File: config.mk
export PLATFORM = sky130hd
export DESIGN_NAME = map_tile_ram
export DESIGN_NICKNAME = d
export VERILOG_FILES = /design/src/rtl/map_pkg.sv /design/src/rtl/map_init_seq.sv /design/src/rtl/map_tile_ram.sv
export SDC_FILE = /design/constraint.sdc
export NUM_CORES = 1
export LEC_CHECK = 0
export CAP_MARGIN = 20
export CORE_AREA = 2 2 222 224
export CTS_CLUSTER_SIZE = 12
export DETAILED_ROUTE_END_ITERATION = 10
export DIE_AREA = 0 0 224 226
export GPL_ROUTABILITY_DRIVEN = 0
export SETUP_SLACK_MARGIN = 0.05
export SYNTH_ARGS = -nofsm -noshare
export SYNTH_HDL_FRONTEND = slang
export SYNTH_SLANG_ARGS = --single-unit
File: constraint.sdc
create_clock -name clk_i -period 19.24 [get_ports clk_i]
set_clock_uncertainty 0.1 [all_clocks]
set_input_delay 2.886 -clock clk_i [delete_from_list [all_inputs] [get_ports clk_i]]
set_output_delay 2.886 -clock clk_i [all_outputs]
set_load 0.005 [all_outputs]
File: src/rtl/map_pkg.sv
// Shared types for the writable tile map: block/hit encodings, tile record and
// the default layout generator used while the map is being (re)built.
package map_pkg;

    typedef enum logic [2:0] {
        BT_BRICK = 3'd0,
        BT_WALL  = 3'd1,
        BT_TREE  = 3'd2,
        BT_WATER = 3'd3,
        BT_AIR   = 3'd7
    } block_type_e;

    typedef enum logic [1:0] {
        HR_PASS    = 2'd0,
        HR_ABSORB  = 2'd1,
        HR_DESTROY = 2'd2
    } hit_result_e;

    localparam int TILE_STATE_W = 4;

    typedef struct packed {
        block_type_e               btype;
        logic [TILE_STATE_W-1:0]   state;
    } tile_t;

    // Centre row carries the side walls and two brick pairs; the rows either
    // side of it plus the outer rows are open lanes.
    function automatic tile_t default_tile(input int x, input int y, input int map_w, input int map_h);
        tile_t t;
        int    mid;
        mid     = map_h / 2;
        t.state = {TILE_STATE_W{1'b1}};
        if (y == 0 || y == mid - 1 || y == mid + 1 || y == map_h - 1) begin
            t.btype = BT_AIR;
        end else if (y == mid) begin
            if (x == 0 || x == map_w - 1) begin
                t.btype = BT_WALL;
            end else if (x == 2 || x == 3 || x == map_w - 4 || x == map_w - 3) begin
                t.btype = BT_BRICK;
            end else begin
                t.btype = BT_AIR;
            end
        end else if (x[0]) begin
            t.btype = BT_BRICK;
        end else begin
            t.btype = BT_AIR;
        end
        return t;
    endfunction

endpackage

File: src/rtl/map_init_seq.sv
// Raster-order walker used while the map is rebuilt: presents one tile
// coordinate and its default contents per step, x fastest.
module map_init_seq
    import map_pkg::*;
#(
    parameter int MAP_W   = 13,
    parameter int MAP_H   = 13,
    parameter int COORD_W = 4
) (
    input  logic               clk,
    input  logic               rst,
    input  logic               clear,
    input  logic               step,
    output logic [COORD_W-1:0] x,
    output logic [COORD_W-1:0] y,
    output tile_t              tile,
    output logic               last
);

    logic [COORD_W-1:0] x_r;
    logic [COORD_W-1:0] y_r;

    // Raster counter; wraps to the origin after the final tile
    always_ff @(posedge clk or posedge rst) begin
        if (rst) begin
            x_r <= {COORD_W{1'b0}};
            y_r <= {COORD_W{1'b0}};
        end else if (clear) begin
            x_r <= {COORD_W{1'b0}};
            y_r <= {COORD_W{1'b0}};
        end else if (step) begin
            if (int'(x_r) == MAP_W - 1) begin
                x_r <= {COORD_W{1'b0}};
                if (int'(y_r) == MAP_H - 1) begin
                    y_r <= {COORD_W{1'b0}};
                end else begin
                    y_r <= y_r + 1'b1;
                end
            end else begin
                x_r <= x_r + 1'b1;
            end
        end else begin
            x_r <= x_r;
            y_r <= y_r;
        end
    end

    // Default contents and end-of-map flag for the current position
    always_comb begin
        tile = default_tile(int'(x_r), int'(y_r), MAP_W, MAP_H);
        last = step && (int'(x_r) == MAP_W - 1) && (int'(y_r) == MAP_H - 1);
    end

    assign x = x_r;
    assign y = y_r;

endmodule

File: src/rtl/map_tile_ram.sv
// Writable tile map with N_RD registered read channels and a read-modify-write
// damage port. The damage port exists only when MAP_DAMAGE_EN is defined.
module map_tile_ram
    import map_pkg::*;
#(
    parameter int MAP_W   = 13,
    parameter int MAP_H   = 13,
    parameter int COORD_W = 4,
    parameter int STATE_W = 4,
    parameter int N_RD    = 2
) (
    input  logic                      clk_i,
    input  logic                      rst_i,
    input  logic                      reload_i,
    output logic                      ready_o,
    input  logic [N_RD-1:0]           rd_en_i,
    input  logic [N_RD*COORD_W-1:0]   rd_x_i,
    input  logic [N_RD*COORD_W-1:0]   rd_y_i,
    output logic [N_RD*3-1:0]         rd_type_o,
    output logic [N_RD*STATE_W-1:0]   rd_state_o,
    input  logic                      hit_valid_i,
    input  logic [COORD_W-1:0]        hit_x_i,
    input  logic [COORD_W-1:0]        hit_y_i,
    output logic                      hit_ready_o,
    output logic                      hit_done_o,
    output logic [1:0]                hit_result_o
);

    localparam int N_TILES = MAP_W * MAP_H;
    localparam int ADDR_W  = $clog2(N_TILES);

    localparam logic [1:0] ST_INIT   = 2'd0;
    localparam logic [1:0] ST_IDLE   = 2'd1;
`ifdef MAP_DAMAGE_EN
    localparam logic [1:0] ST_HIT_RD = 2'd2;
    localparam logic [1:0] ST_HIT_WR = 2'd3;
`endif

    function automatic logic [ADDR_W-1:0] tile_addr(input logic [COORD_W-1:0] x, input logic [COORD_W-1:0] y);
        return ADDR_W'(int'(y) * MAP_W + int'(x));
    endfunction

    function automatic logic in_range(input logic [COORD_W-1:0] x, input logic [COORD_W-1:0] y);
        return (int'(x) < MAP_W) && (int'(y) < MAP_H);
    endfunction

    logic [1:0]          state_r;
    logic [1:0]          next_s;
    logic                ready_r;
    logic [2:0]          mem_type_r  [N_TILES];
    logic [STATE_W-1:0]  mem_state_r [N_TILES];

    logic                wr_en_s;
    logic [ADDR_W-1:0]   wr_addr_s;
    logic [2:0]          wr_type_s;
    logic [STATE_W-1:0]  wr_state_s;

    logic [COORD_W-1:0]  init_x_s;
    logic [COORD_W-1:0]  init_y_s;
    tile_t               init_tile_s;
    logic                init_last_s;
    logic                init_step_s;

    assign init_step_s = (state_r == ST_INIT) && !reload_i;

    map_init_seq #(
        .MAP_W   (MAP_W),
        .MAP_H   (MAP_H),
        .COORD_W (COORD_W)
    ) u_init_seq (
        .clk   (clk_i),
        .rst   (rst_i),
        .clear (reload_i),
        .step  (init_step_s),
        .x     (init_x_s),
        .y     (init_y_s),
        .tile  (init_tile_s),
        .last  (init_last_s)
    );

`ifdef MAP_DAMAGE_EN
    logic [COORD_W-1:0]  hit_x_r;
    logic [COORD_W-1:0]  hit_y_r;
    logic                hit_wr_r;
    logic [2:0]          hit_new_type_r;
    logic [STATE_W-1:0]  hit_new_state_r;
    logic                hit_done_r;
    logic [1:0]          hit_result_r;
    logic                hit_ready_r;
    logic [ADDR_W-1:0]   hit_addr_s;
    logic                calc_wr_s;
    logic [2:0]          calc_type_s;
    logic [STATE_W-1:0]  calc_state_s;
    logic [1:0]          calc_result_s;

    assign hit_addr_s = tile_addr(hit_x_r, hit_y_r);

    // Damage rules applied to the latched tile during HIT_RD
    always_comb begin
        calc_wr_s     = 1'b0;
        calc_type_s   = mem_type_r[hit_addr_s];
        calc_state_s  = mem_state_r[hit_addr_s];
        calc_result_s = HR_ABSORB;
        if (!in_range(hit_x_r, hit_y_r)) begin
            calc_result_s = HR_ABSORB;
        end else begin
            case (block_type_e'(mem_type_r[hit_addr_s]))
                BT_BRICK: begin
                    calc_wr_s = 1'b1;
                    if (mem_state_r[hit_addr_s] > STATE_W'(1'b1)) begin
                        calc_state_s  = mem_state_r[hit_addr_s] - 1'b1;
                        calc_result_s = HR_ABSORB;
                    end else begin
                        calc_type_s   = BT_AIR;
                        calc_state_s  = {STATE_W{1'b0}};
                        calc_result_s = HR_DESTROY;
                    end
                end
                BT_WALL: calc_result_s = HR_ABSORB;
                default: calc_result_s = HR_PASS;
            endcase
        end
    end

    // Hit pipeline: latch on accept, evaluate in HIT_RD, write in HIT_WR
    always_ff @(posedge clk_i or posedge rst_i) begin
        if (rst_i) begin
            hit_x_r         <= {COORD_W{1'b0}};
            hit_y_r         <= {COORD_W{1'b0}};
            hit_wr_r        <= 1'b0;
            hit_new_type_r  <= 3'd0;
            hit_new_state_r <= {STATE_W{1'b0}};
            hit_done_r      <= 1'b0;
            hit_result_r    <= 2'd0;
        end else begin
            hit_done_r <= 1'b0;
            if (reload_i) begin
                hit_wr_r <= 1'b0;
            end else begin
                case (state_r)
                    ST_IDLE: begin
                        if (hit_valid_i) begin
                            hit_x_r <= hit_x_i;
                            hit_y_r <= hit_y_i;
                        end else begin
                            hit_x_r <= hit_x_r;
                        end
                    end
                    ST_HIT_RD: begin
                        hit_wr_r        <= calc_wr_s;
                        hit_new_type_r  <= calc_type_s;
                        hit_new_state_r <= calc_state_s;
                        hit_done_r      <= 1'b1;
                        hit_result_r    <= calc_result_s;
                    end
                    default: hit_wr_r <= hit_wr_r;
                endcase
            end
        end
    end

    assign hit_ready_o  = hit_ready_r;
    assign hit_done_o   = hit_done_r;
    assign hit_result_o = hit_result_r;
`else
    logic unused_hit_s;
    assign unused_hit_s = ^{hit_valid_i, hit_x_i, hit_y_i};
    assign hit_ready_o  = 1'b0;
    assign hit_done_o   = 1'b0;
    assign hit_result_o = 2'd0;
`endif

    // Next-state selection; reload wins over everything, including a new hit
    always_comb begin
        next_s = state_r;
        if (reload_i) begin
            next_s = ST_INIT;
        end else begin
            case (state_r)
                ST_INIT: begin
                    if (init_last_s) next_s = ST_IDLE;
                    else             next_s = ST_INIT;
                end
`ifdef MAP_DAMAGE_EN
                ST_IDLE: begin
                    if (hit_valid_i) next_s = ST_HIT_RD;
                    else             next_s = ST_IDLE;
                end
                ST_HIT_RD: next_s = ST_HIT_WR;
                ST_HIT_WR: next_s = ST_IDLE;
`else
                ST_IDLE: next_s = ST_IDLE;
`endif
                default: next_s = ST_INIT;
            endcase
        end
    end

    // FSM state and the registered status flags derived from the next state
    always_ff @(posedge clk_i or posedge rst_i) begin
        if (rst_i) begin
            state_r <= ST_INIT;
            ready_r <= 1'b0;
`ifdef MAP_DAMAGE_EN
            hit_ready_r <= 1'b0;
`endif
        end else begin
            state_r <= next_s;
            ready_r <= (next_s != ST_INIT);
`ifdef MAP_DAMAGE_EN
            hit_ready_r <= (next_s == ST_IDLE);
`endif
        end
    end

    assign ready_o = ready_r;

    // Single write port shared by the rebuild walker and the damage path
    always_comb begin
        wr_en_s    = 1'b0;
        wr_addr_s  = tile_addr(init_x_s, init_y_s);
        wr_type_s  = init_tile_s.btype;
        wr_state_s = {STATE_W{&init_tile_s.state}};
        if (reload_i) begin
            wr_en_s = 1'b0;
        end else if (state_r == ST_INIT) begin
            wr_en_s = 1'b1;
`ifdef MAP_DAMAGE_EN
        end else if (state_r == ST_HIT_WR && hit_wr_r) begin
            wr_en_s    = 1'b1;
            wr_addr_s  = hit_addr_s;
            wr_type_s  = hit_new_type_r;
            wr_state_s = hit_new_state_r;
`endif
        end else begin
            wr_en_s = 1'b0;
        end
    end

    // Tile storage; contents are rebuilt after reset, so no reset here
    always_ff @(posedge clk_i) begin
        if (wr_en_s) begin
            mem_type_r[wr_addr_s]  <= wr_type_s;
            mem_state_r[wr_addr_s] <= wr_state_s;
        end
    end

    for (genvar ch = 0; ch < N_RD; ch++) begin : g_rd
        logic [COORD_W-1:0] x_s;
        logic [COORD_W-1:0] y_s;
        logic [2:0]         type_r;
        logic [STATE_W-1:0] state_r;

        assign x_s = rd_x_i[ch*COORD_W +: COORD_W];
        assign y_s = rd_y_i[ch*COORD_W +: COORD_W];

        // Registered read channel; returns pre-write data on a same-cycle write
        always_ff @(posedge clk_i or posedge rst_i) begin
            if (rst_i) begin
                type_r  <= BT_AIR;
                state_r <= {STATE_W{1'b0}};
            end else if (!rd_en_i[ch] || (this_state_init())) begin
                type_r  <= BT_AIR;
                state_r <= {STATE_W{1'b0}};
            end else if (!in_range(x_s, y_s)) begin
                type_r  <= BT_WALL;
                state_r <= {STATE_W{1'b1}};
            end else begin
                type_r  <= mem_type_r[tile_addr(x_s, y_s)];
                state_r <= mem_state_r[tile_addr(x_s, y_s)];
            end
        end

        assign rd_type_o[ch*3 +: 3]             = type_r;
        assign rd_state_o[ch*STATE_W +: STATE_W] = state_r;
    end

    function automatic logic this_state_init();
        return (state_r == ST_INIT);
    endfunction

endmodule

==> summary.txt <==
Critical Path Fanout Max - 15
Critical R2R Launch - u_init_seq.y[0]
Starting Density - 39.4%
Clk_lat worst skew - 0.53 ns
Top cells by area, synth - edfxtp_1 53%, mux4_2 20%, ha_1 4.7%
Routed vias - 11500
Unrepaired setup endpoints after global routing - false
Fin. max-slew vios - 0
Vias in the first global route - 11800
Peak VDD IR - 0.0000612 V
Clock buffer depth - 3
Flops & latches, synth - 353
Max Cap Viol - 0
Hold_buf cts - 0
Std cell rows - 81
Tightest Hold Check Type - reg2reg
DR WL/cell - 26.2 um
Setup TNS Final - 0 ns
Clk slew on worst S/H paths - 0.06 ns
Cell mode on critical path - ha_1
Drt pass-1 iters - 5
Core area - 0.0483 mm2
Worst Setup End Kind - register
PostCTS Resize Cnt - 0
Total Die Area - 0.0506 mm2
Min Tclk post-route - 7.60 ns
Sink Count - 353
Sequential share of the synthesized area - 55.2%
Synth warn - 0
Critical Path AT - 7.95 ns
CTS tree - built
TritonCTS Buffers - 38
Share of the synthesized area in the top cell type - 53.2%
Tcrit/Tclk final - 39.5%
Via density - 6.00
Post-synth cell types - 60
Max_slew headroom - 29.3%
Setup slack, reg-to-reg - 14.39 ns
Hold path depth - 2
CP max-delay cell - a2111oi_0
Synth Instances - 1265
DR iter-0 viols - 1121
Global-route wire length before repair - 75.6 mm
Post-synthesis async set-or-reset flop share - 4.25%
Slew at the pin closest to its max-slew limit - 1.06 ns
Top Ports - 49
Root buf cell - clkbuf_16
Global route overflow - 0
Pwr/cell area - 97.6 mW/mm2
Post-CTS Repair Setup Buffers - 0
Min-Delay Endpoint - u_init_seq.y[1]
Post-synth top area cell - edfxtp_1
I/O Buffers - 35
Final HPWL DP - 31.9 mm
Kind of critical path - in2reg
Syn-to-layout area delta - 10.9%
Post-route ant nets - 0
All-Layer GR Usage - 20.3%
Outcome - complete, no violations
Largest net degree at the start of global routing - 112
Ys flop type - edfxtp_1
Critical Path RT - 19.59 ns
Synth Area per Inst - 15.1 um2
Initial antenna violation count - 0
Hold Startpoint - u_init_seq.y[1]
Fin. Hold Viols - 0
Mapped cell area - 0.0191 mm2
H-tree Lvls - 2
Pleak - 6.75 nW
WL final - 50.1 mm
CP startpoint kind - input pin
ANT cells - 0
Highest Clock Rate - 132 MHz
DRC violations left - 0
Final Net Count - 1380
Die Wd - 224 um
Total power draw - 0.00206 W
Die Ht - 226 um
Share of cells above drive strength 1 - 20.4%
Setup violators final - 0
EDFF count, synth - 338
R2r endpoint - mem_type_r[49][1]
Reg2Reg Depth - 13
Worst stage delay on the critical path - 0.74 ns
Worst path cell trace - clkdlybuf4s50_1, inv_1, ha_1, ha_1, fa_1, ha_1, a211oi_1, nor2_2, xnor2_2, buf_4, mux4_2, nor2b_1, a2111oi_0, a41oi_1, a31o_1
## worst max path at each step
stage                          startpoint                 to  slack [ns]
after floorplan           u_init_seq.x[0]   mem_type_r[0][1]        9.57
after global placement          rd_y_i[0]  g_rd[0].type_r[1]       11.14
after detailed placement        rd_y_i[0]  g_rd[0].type_r[1]       11.08
after CTS                       rd_y_i[0]  g_rd[0].type_r[1]       11.63
after global routing            rd_y_i[0]  g_rd[0].type_r[1]       11.47
final                           rd_y_i[0]  g_rd[0].type_r[1]       11.64
## where the power goes
| group | internal [W] | leakage (nW) | total (W) | switching [W] |
|---|---|---|---|---|
| Combinational | 0.000223 | 3.17 | 0.000547 | 0.000324 |
| Sequential | 0.000830 | 3.04 | 0.000831 | 0.00000124 |
| Clock | 0.000393 | 0.547 | 0.000683 | 0.000290 |
| Total | 0.00145 | 6.75 | 0.00206 | 0.000616 |
## per-stage QoR
| step | hold WS [ns] | setup WS [ns] | util [%] | area [um2] | std cells |
|---|---|---|---|---|---|
| finish | 0.565 | 11.64 | 43.7 | 21100 | 1913 |
| global route | 0.614 | 11.47 | 43.7 | 21100 | 1913 |
| CTS | 0.576 | 11.63 | 43.7 | 21100 | 1913 |
| detailed placement | 0.558 | 11.08 | 41.4 | 20000 | 1854 |
| global placement | 0.534 | 11.14 | 41.4 | 20000 | 1854 |
| floorplan | 0.477 | 9.57 | - | 19100 | 1268 |
## placed cells by master (no fill, tap or decap), drive strengths merged, types with 11 or more instances in the layout
cell	instances
a21oi	29
buf	23
clkbuf	45
clkdlybuf4s50	35
clkinv	11
dfrtp	11
edfxtp	338
ha	72
inv	26
mux2i	45
mux4	174
nand2	78
nand3	14
nor2	213
o21ai	29
xnor2	12
xor2	11
## critical path, delay by kind of cell
kind	cells	cell delay, ns
compound gates	4	1.58
mux	1	0.55
xor+xnor	1	0.20
simple gates	2	0.28
buf+inv	3	0.99
fa+ha+maj	4	1.46
## layer usage
metal  wire length (um)  up-vias  global-route usage [%]
met5                  0        -                       0
met4               1470        0                    6.09
met3               3200       86                    2.94
met2              25100      467                    35.3
met1              20300     5946                    26.5
li1                   -     4972                       -
## flip-flops by register name (all words and copies together), names as in the netlist
name / flops
mem_type_r: 338
u_init_seq.x: 4
state_r: 1
u_init_seq.y: 4
g_rd.type_r: 4
g_rd.state_r: 2
## cell type report
class	instances	area [um2]
sequential	353	10500
fill	4267	27200
inverter	25	93.8
clock inverter	14	119
clock buffer	45	998
multi-input combinational	796	8090
timing repair buffer	58	523
tap	622	778
## cell usage after synthesis (all sizes together) (3+ instances only)
cell type and n:
fa 6, edfxtp 338, xor2 11, o21bai 5
a31oi 3, nand3 14, a21oi 29, o2111ai 3
o211ai 4, nor2 213, inv 25, a211oi 8
nor2b 9, and3 5, nand2 78, and2 5
mux2i 45, a2111oi 4, a221oi 9, ha 72
nand2b 3, o21ai 29, clkbuf 44, mux4 174
a22oi 7, nand4 5, xnor2 12, buf 50
dfstp 4, mux2 6, dfrtp 11, a221o 3
nor3 4
## kinds of logic (layout without fill, tap and decap cells)
family	count (synthesis)	count (layout)	share of synthesized area [%]
DFF	353	353	55.2
adders and majority gates	78	78	5.36
xor gates and xnor gates	23	23	1.10
muxes	225	225	23.4
buffers and inverters	119	142	3.12
AOI/OAI and AO/OA	121	121	4.25
and+or+nand+nor	345	345	7.48
other	1	4	0.0197
Note: power is estimated with default switching activity, not from simulation.
